--- src/rtl/jtdsp16_rom_loader_if.sv ---
// jtdsp16_rom_loader_if: host download, ROM program/read-back and core control bundle of the ROM loader
interface jtdsp16_rom_loader_if;
    logic        start;
    logic [12:0] dl_len;
    logic [7:0]  dl_data;
    logic        dl_valid;
    logic        dl_ready;
    logic [12:0] prog_addr;
    logic [7:0]  prog_data;
    logic        prog_we;
    logic        dsp_rst;
    logic        busy;
    logic        done;
    logic [15:0] cks;
    logic [11:0] pt;
    logic [15:0] pt_dout;
    logic        vfy_err;
    modport master (
        input  start, dl_len, dl_data, dl_valid, pt_dout,
        output dl_ready, prog_addr, prog_data, prog_we, dsp_rst, busy, done, cks, pt, vfy_err
    );
    modport slave (
        output start, dl_len, dl_data, dl_valid, pt_dout,
        input  dl_ready, prog_addr, prog_data, prog_we, dsp_rst, busy, done, cks, pt, vfy_err
    );
endinterface

--- src/rtl/jtdsp16_rom_loader.sv ---
// jtdsp16_rom_loader: programs the DSP16 internal ROM from a host byte stream while holding the core in reset.
// Define JTDSP16_ROMVFY_EN to read the ROM back after loading and flag a byte-sum mismatch on vfy_err.
module jtdsp16_rom_loader #(
    parameter int RST_HOLD = 16,
    parameter int CW       = 5
) (
    input  logic                 clk,
    input  logic                 rstn,
    jtdsp16_rom_loader_if.master bus
);
`ifdef JTDSP16_ROMVFY_EN
    typedef enum logic [1:0] {IDLE, LOAD, VERIFY, HOLD} state_t;
`else
    typedef enum logic [1:0] {IDLE, LOAD, HOLD} state_t;
`endif
    state_t        r_st;
    logic [13:0]   r_rem;
    logic [12:0]   r_idx;
    logic [12:0]   r_addr;
    logic [7:0]    r_data;
    logic [15:0]   r_cks;
    logic [CW-1:0] r_hold;
    logic          r_ready;
    logic          r_we;
    logic          r_rst;
    logic          r_busy;
    logic          r_done;
    logic [13:0]   w_len;
    logic          w_acc;
    // a zero length selects the full 8 KB image
    assign w_len = (bus.dl_len == 13'd0) ? 14'h2000 : {1'b0, bus.dl_len};
    assign w_acc = r_ready & bus.dl_valid;
`ifdef JTDSP16_ROMVFY_EN
    logic [12:0] r_nw;
    logic [12:0] r_vc;
    logic [11:0] r_pt;
    logic [15:0] r_vsum;
    logic        r_odd;
    logic        r_err;
    logic [13:0] w_len_p1;
    logic [15:0] w_vsum;
    logic        w_vend;
    assign w_len_p1 = w_len + 14'd1;
    assign w_vend   = r_vc == r_nw;
    // pt_dout lags pt by one cycle, so step r_vc holds the data of word r_vc-1
    assign w_vsum   = r_vsum + ((w_vend && r_odd) ? {8'h0, bus.pt_dout[7:0]}
                                                  : {8'h0, bus.pt_dout[7:0]} + {8'h0, bus.pt_dout[15:8]});
    always_ff @(posedge clk or negedge rstn) begin
        if (!rstn) begin
            r_nw   <= '0;
            r_vc   <= '0;
            r_pt   <= '0;
            r_vsum <= '0;
            r_odd  <= 1'b0;
            r_err  <= 1'b0;
        end else if (r_st == IDLE && bus.start) begin
            r_nw   <= w_len_p1[13:1];
            r_odd  <= bus.dl_len[0];
            r_vc   <= '0;
            r_pt   <= '0;
            r_vsum <= '0;
            r_err  <= 1'b0;
        end else if (r_st == VERIFY) begin
            r_vsum <= (r_vc != 13'd0) ? w_vsum : r_vsum;
            r_err  <= r_err | (w_vend & (w_vsum != r_cks));
            r_vc   <= w_vend ? r_vc : r_vc + 13'd1;
            r_pt   <= (r_vc + 13'd1 < r_nw) ? r_pt + 12'd1 : r_pt;
        end
    end
    assign bus.pt      = r_pt;
    assign bus.vfy_err = r_err;
`else
    assign bus.pt      = '0;
    assign bus.vfy_err = 1'b0;
`endif
    always_ff @(posedge clk or negedge rstn) begin
        if (!rstn) begin
            r_st    <= IDLE;
            r_rem   <= '0;
            r_idx   <= '0;
            r_addr  <= '0;
            r_data  <= '0;
            r_cks   <= '0;
            r_hold  <= '0;
            r_ready <= 1'b0;
            r_we    <= 1'b0;
            r_rst   <= 1'b1;
            r_busy  <= 1'b0;
            r_done  <= 1'b0;
        end else begin
            r_we   <= 1'b0;
            r_done <= 1'b0;
            case (r_st)
                IDLE: if (bus.start) begin
                    r_rem   <= w_len;
                    r_idx   <= '0;
                    r_cks   <= '0;
                    r_hold  <= '0;
                    r_ready <= 1'b1;
                    r_rst   <= 1'b1;
                    r_busy  <= 1'b1;
                    r_st    <= LOAD;
                end
                LOAD: if (w_acc) begin
                    r_we    <= 1'b1;
                    r_addr  <= r_idx;
                    r_data  <= bus.dl_data;
                    r_cks   <= r_cks + {8'h0, bus.dl_data};
                    r_idx   <= r_idx + 13'd1;
                    r_rem   <= r_rem - 14'd1;
                    r_ready <= r_rem != 14'd1;
                end else if (r_rem == 14'd0) begin
`ifdef JTDSP16_ROMVFY_EN
                    r_st <= VERIFY;
`else
                    r_st <= HOLD;
`endif
                end
`ifdef JTDSP16_ROMVFY_EN
                VERIFY: if (w_vend) r_st <= HOLD;
`endif
                HOLD: if (r_hold == CW'(RST_HOLD - 1)) begin
                    r_rst  <= 1'b0;
                    r_busy <= 1'b0;
                    r_done <= 1'b1;
                    r_st   <= IDLE;
                end else begin
                    r_hold <= r_hold + 1'b1;
                end
                default: r_st <= IDLE;
            endcase
        end
    end
    assign bus.dl_ready  = r_ready;
    assign bus.prog_we   = r_we;
    assign bus.prog_addr = r_addr;
    assign bus.prog_data = r_data;
    assign bus.cks       = r_cks;
    assign bus.dsp_rst   = r_rst;
    assign bus.busy      = r_busy;
    assign bus.done      = r_done;
endmodule

--- src/flat_wrapper.sv ---
// flat-port wrapper written by rule: the top's interface ports become plain ports
module jtdsp16_rom_loader_flat 
#(
    parameter int RST_HOLD = 16,
    parameter int CW       = 5
)
  (clk, rstn, bus_start, bus_dl_len, bus_dl_data, bus_dl_valid, bus_pt_dout, bus_dl_ready, bus_prog_addr, bus_prog_data, bus_prog_we, bus_dsp_rst, bus_busy, bus_done, bus_cks, bus_pt, bus_vfy_err);
  jtdsp16_rom_loader_if bus_i ();
  input  logic clk;
  input  logic rstn;
  input wire logic [$bits(bus_i.start)-1:0] bus_start;
  input wire logic [$bits(bus_i.dl_len)-1:0] bus_dl_len;
  input wire logic [$bits(bus_i.dl_data)-1:0] bus_dl_data;
  input wire logic [$bits(bus_i.dl_valid)-1:0] bus_dl_valid;
  input wire logic [$bits(bus_i.pt_dout)-1:0] bus_pt_dout;
  output wire logic [$bits(bus_i.dl_ready)-1:0] bus_dl_ready;
  output wire logic [$bits(bus_i.prog_addr)-1:0] bus_prog_addr;
  output wire logic [$bits(bus_i.prog_data)-1:0] bus_prog_data;
  output wire logic [$bits(bus_i.prog_we)-1:0] bus_prog_we;
  output wire logic [$bits(bus_i.dsp_rst)-1:0] bus_dsp_rst;
  output wire logic [$bits(bus_i.busy)-1:0] bus_busy;
  output wire logic [$bits(bus_i.done)-1:0] bus_done;
  output wire logic [$bits(bus_i.cks)-1:0] bus_cks;
  output wire logic [$bits(bus_i.pt)-1:0] bus_pt;
  output wire logic [$bits(bus_i.vfy_err)-1:0] bus_vfy_err;
  assign bus_i.start = bus_start;
  assign bus_i.dl_len = bus_dl_len;
  assign bus_i.dl_data = bus_dl_data;
  assign bus_i.dl_valid = bus_dl_valid;
  assign bus_i.pt_dout = bus_pt_dout;
  assign bus_dl_ready = bus_i.dl_ready;
  assign bus_prog_addr = bus_i.prog_addr;
  assign bus_prog_data = bus_i.prog_data;
  assign bus_prog_we = bus_i.prog_we;
  assign bus_dsp_rst = bus_i.dsp_rst;
  assign bus_busy = bus_i.busy;
  assign bus_done = bus_i.done;
  assign bus_cks = bus_i.cks;
  assign bus_pt = bus_i.pt;
  assign bus_vfy_err = bus_i.vfy_err;
  jtdsp16_rom_loader #(.RST_HOLD(RST_HOLD), .CW(CW)) u_core (.clk(clk), .rstn(rstn), .bus(bus_i));
endmodule
--- config.mk ---
export PLATFORM = sky130hd
export DESIGN_NAME = jtdsp16_rom_loader_flat
export DESIGN_NICKNAME = d
export VERILOG_FILES = /design/src/rtl/jtdsp16_rom_loader_if.sv /design/src/rtl/jtdsp16_rom_loader.sv /design/src/flat_wrapper.sv
export SDC_FILE = /design/constraint.sdc
export NUM_CORES = 1
export LEC_CHECK = 0
export CAP_MARGIN = 20
export CORE_MARGIN = 4
export CORE_UTILIZATION = 45
export CTS_CLUSTER_DIAMETER = 120
export DETAILED_ROUTE_END_ITERATION = 16
export PLACE_DENSITY_LB_ADDON = 0.1
export SKIP_LAST_GASP = 1
export SLEW_MARGIN = 10
export SYNTH_ARGS = -nofsm -noshare
export SYNTH_HDL_FRONTEND = slang
export SYNTH_SLANG_ARGS = --single-unit
export TNS_END_PERCENT = 100
--- constraint.sdc ---
create_clock -name clk -period 1.9 [get_ports clk]
set_input_delay 0.57 -clock clk [delete_from_list [all_inputs] [get_ports clk]]
set_output_delay 0.57 -clock clk [all_outputs]
set_load 0.01 [all_outputs]
---- Word-level counts from Yosys, hierarchy flattened ----
Cells that the tools add are included.
storage, ports and cells
  flip-flop bits (word level) ............. 76
  input port bits ......................... 41
  logic and storage cells ................. 64
  output and inout bits ................... 55
cells by class
  reductions and logical operators ........ 10
  equality and inequality tests ........... 10
  $add $sub $neg .......................... 4
  muxes and demuxes ....................... 27
  bitwise logic cells ..................... 1
operators by type and width
  cell                                                    count
  2-to-1 mux 14 bit                                       3
  2-to-1 mux 16 bit                                       2
  one-hot mux 16 bit (2 select lines)                     1
  one-hot mux 14 bit (2 select lines)                     1
  2-to-1 mux 13 bit                                       2
  one-hot mux 13 bit (2 select lines)                     1
  adder 16 x 8 -> 16 bit                                  1
  zero test 14 bit                                        1
  inequality test 14 x 1 -> 1 bit, second input constant  1
  subtractor 14 x 1 -> 14 bit, second input constant      1
  adder 13 x 1 -> 13 bit, second input constant           1
  zero test 13 bit                                        1
  2-to-1 mux 5 bit                                        2
  one-hot mux 5 bit (2 select lines)                      1
  AND reduction 3 bit                                     3
  2-to-1 mux 2 bit                                        4
  2-to-1 mux 1 bit                                        7
  inequality test 2 x 1 -> 1 bit, second input constant   3
  inequality test 2 bit, second input constant            3
  one-hot mux 2 bit (3 select lines)                      1
  adder 5 x 1 -> 5 bit, second input constant             1
  equality test 5 x 4 -> 1 bit, second input constant     1
  one-hot mux 1 bit (2 select lines)                      2
  AND reduction 4 bit                                     1
  other kinds (6)                                         7

---- Logic depth before layout (Yosys ltp) ----
  depth in word-level cells ............... 4
  gate-level depth with buffers ........... 8

---- Worst setup path after synthesis ----
Ideal clock, no wire load.
  kind .................................... input to register
  from .................................... input port bus_dl_data[0]
  to ...................................... register u_core.r_cks[6] (netlist: u_core.bus.cks[6])
  cell stages on the path ................. 8
  library setup time ...................... 0.122 ns
  path slack .............................. -0.221 ns
  required time ........................... 1.778 ns
  arrival time ............................ 1.999 ns
  path through ............................ ha_1 inv_1 fa_1 nor2b_1 o31ai_2 a21boi_0 or3_1 a32o_1
between the ends
  word-level cells in the longest chain between the ends .. 3
ends and longest elaborated chain
  what                                 line                       text
  start: declaration                   flat_wrapper.sv:13         input wire logic [$bits(bus_i.dl_data)-1:0] bus_dl_data;
  adder 16 x 8 -> 16 bit               jtdsp16_rom_loader.sv:108  r_cks <= r_cks + {8'h0, bus.dl_data};
  2-to-1 mux 16 bit                    jtdsp16_rom_loader.sv:104  LOAD: if (w_acc) begin
  one-hot mux 16 bit (2 select lines)  jtdsp16_rom_loader.sv:93   case (r_st)
  end signal: assignment               jtdsp16_rom_loader.sv:108
  end: declaration                     jtdsp16_rom_loader.sv:21   logic [15:0] r_cks;
Every way passes these cells. The select of a mux whose other input is x is not followed.
A chain may end at the register's enable or synchronous reset.

---- Worst setup path after layout ----
  from .................................... input port bus_dl_data[2]
  to ...................................... register u_core.r_cks[6] (netlist: u_core.bus.cks[6])
Same word-level chain as after synthesis.

==> flow_summary.yaml <==
setup_path:
  worstPathArrival_ps: 2210
  slowest_stage: "or3_1"
  rr_endpoint: "u_core.bus.cks[6]"
  crit_path_max_fanout: 3
  start_kind: "primary input"
  r2r_start: "u_core.bus.cks[0]"
  reg2regPathDepth: 8
  crit_family: "compound AO/OA/AOI/OAI gates"
  path_buf_inv: 1
  cp-end-kind: "flop"
  required_ps: 2150
  critPathKind: "primary input to flop"
  worstSetupPathDepth: 7
  crit_chain: "dlygate4sd2_1 > ha_2 > nor2b_4 > o31ai_4 > a21boi_2 > or3_1 > a32o_1"
  regToRegSetupSlack_ps: -10
  crit_path_max_incr_delay_ps: 380
sta:
  period_needed_ps: 1960
  fmax_ghz: 0.511
  fin_ws_ps: -56.7
  setup_violations: 2
  hold_viol: 0
  hold_slack_ps: 111
  fin_worst_skew_ps: 11.3
  maxSlewViolCount: 0
  rsz0062_at_grt: "yes"
  layout_worst_path_cycle_share_pct: 103
clocking:
  clock_sinks: 76
  cts.clk_slew.worst_paths_ps: 90
  h-tree-depth: 3
  hold_buffers: 0
  cts_max_path_buffers: 2
  clk_latency_ps: 360
  ctsRootBufferMaster: "clkbuf_8"
  cts_made_buffers: 9
  cts_tree: "done"
logic_synthesis:
  synth.top_cell.area_share_pct: 46.0
  ys_ff_latch: 76
  synth_simple_gate_area_share_pct: 23.9
  synth_fa_ha_area_share_pct: 4.78
  synth_area_leaders: "dfrtp_1, nand2_1, ha_1"
  avgSynthCellArea_um2: 9.36
  yosys_warnings: 0
  synth_top_family_by_area: "simple AND/OR/NAND/NOR gates"
  synth_top_area_cell: "dfrtp_1"
  syn-instance-count: 436
  ys_types: 70
  synth_commonest_cells: "nand2_1, dfrtp_1, nor2_1, o21ai_0, nand3_1"
  synth_area_um2: 4080
  async_flop_share_pct: 100
  ys.flop_type: "dfrtp_1"
  synthXorXnorAreaFrac_pct: 3.43
  synth_compound_area_share_pct: 14.4
  seq_area_frac_synth_pct: 46.6
  synthMuxAreaShare_pct: 1.01
  synth_edf_count: 0
  synth.most_common_cell: "nand2_1"
status:
  violations: "setup timing"
  status: "complete, but fails checks"
power:
  p_per_area_nw_per_um2: 1410
  combPwrFrac_pct: 55.3
  internal_power_uw: 5080
  power_frac_clock_pct: 13.8
  sequentialPowerShare_pct: 30.9
  switching_share_pct: 39.8
  ir_worst_vdd_mv: 0.571
  p_leak_uw: 0.00277
  p_sw_uw: 3360
  power_uw: 8440
global_routing:
  grt_pass1_wl_mm: 18.0
  antenna_found_initial: 0
  grt_pass1_vias: 3722
  grt_util_all_layers_pct: 21.7
  grt-ovfl-total: 0
  grt_max_degree: 29
place:
  placed_area_um2: 5360
  port_buffers: 66
  dp_hpwl_mm: 7.72
  gp_congestion: 0.927
die:
  die_w_um: 103
  rows: 34
  die_h_um: 103
  num_io_pins: 96
  initial_core_util_pct: 46.6
  coreArea_um2: 8760
  die_area_um2: 10700
route:
  drt_iter0_markers: 132
  ant_nets: 0
  first_pass_iters: 4
  postRouteWirelength_mm: 11.0
  via_per_inst: 5.32
  route.detailed.drc: 0
  dr_total_vias: 3716
  wire_per_inst_um: 15.8
final_layout:
  drive_gt1_share_pct: 27.6
  final_util_pct: 68.1
  antennaDiodeCount: 0
  multi_input_area_um2: 2290
  seq_area_um2: 1910
  nets: 642
  nFillCells: 709
  area_growth_pct: 46.3
  final_cell_area_um2: 5970
job:
  drv_cap: 0
min_path:
  hold_class: "primary input to asynchronous set/reset pin"
## sequential cells by signal, summed over array words and instances (netlist names), 2 cells and up
register	count
u_core.bus.prog_data	8
u_core.bus.prog_addr	13
u_core.r_idx	13
u_core.r_st	2
u_core.bus.cks	16
u_core.r_hold	5
u_core.r_rem	14
## power groups by stage
stage          combinational, uW  clock [uW]  sequential, uW
2_1_floorplan               1960           0            2710
3_3_place_gp                3820           0            2630
3_5_place_dp                3900           0            2640
4_1_cts                     4440        1200            2580
5_1_grt                     5130        1270            2680
6_report                    4660        1170            2600
## how the worst max path moves through the flow
stage / start / end
floorplan: bus_dl_data[0] / u_core.bus.cks[6]
global placement: bus_dl_data[0] / u_core.bus.cks[6]
finish: bus_dl_data[2] / u_core.bus.cks[6]
CTS: u_core.bus.cks[6] / u_core.bus.cks[13]
detailed placement: bus_dl_data[0] / u_core.bus.cks[6]
global route: u_core.bus.cks[0] / u_core.bus.cks[10]
## routing by layer
layer / track usage (%) / part of all wire [%] / vias to the layer above
met2: 36.5 / 51 / 94
met4: 7.97 / 1.6 / 0
li1: - / - / 1812
met3: 3.02 / 4.7 / 14
met1: 28.5 / 43 / 1796
met5: 0 / 0 / -
## layout by cell type (no fill, tap or decap), types with 5 or more instances in the layout
master and count:
a21oi_1 7, buf_4 82, buf_6 5, clkbuf_8 9
clkdlybuf4s50_1 40, conb_1 13, dfrtp_1 72, dlygate4sd2_1 19
ha_1 6, ha_4 6, inv_1 12, nand2_1 96
nand3_1 15, nand4_1 6, nor2_1 27, nor3_1 9
o21ai_0 21, or3_1 5, xnor2_1 6, xor2_1 10
## cells by family after synthesis
family	Yosys count
AO/OA/AOI/OAI	81
XOR/XNOR	16
adder cells (fa/ha/maj)	15
buffers and inverters	44
flip-flops	76
multiplexers	4
other	1
AND/OR/NAND/NOR	199
## worst register-to-register path: stages (launching register included)
cell	delay, ps
dfrtp_1	410
ha_4	170
inv_2	50
fa_2	210
nor2b_4	50
o31ai_4	220
a21boi_2	100
or3_1	380
a32o_1	220
## stage by stage
step	worst slack (ps)	TNS (ps)	std cells
6_report	-56.7	-64.8	699
4_1_cts	-51.4	-148	697
2_1_floorplan	-195	-577	448
5_1_grt	-118	-530	699
3_5_place_dp	-830	-17280	662
3_3_place_gp	-786	-16230	662
## layout make-up
type | count | share of cell area [%]
inverters | 15 | 0.985
clock buffers | 9 | 2.08
multi-input cells | 328 | 38.4
flip-flops and latches | 76 | 31.9
repair buffers | 156 | 23.4
clock inverters | 7 | 0.964
well taps | 108 | 2.26
## timing repair
item | 4_1_cts | 5_1_grt
resized for setup | 51 | 26
gates cloned | 1 | 0
buffers inserted | 18 | 3
pin swaps | 18 | 23
endpoints found under the setup margin | 37 | 27
(Power assumes the default switching activity.)
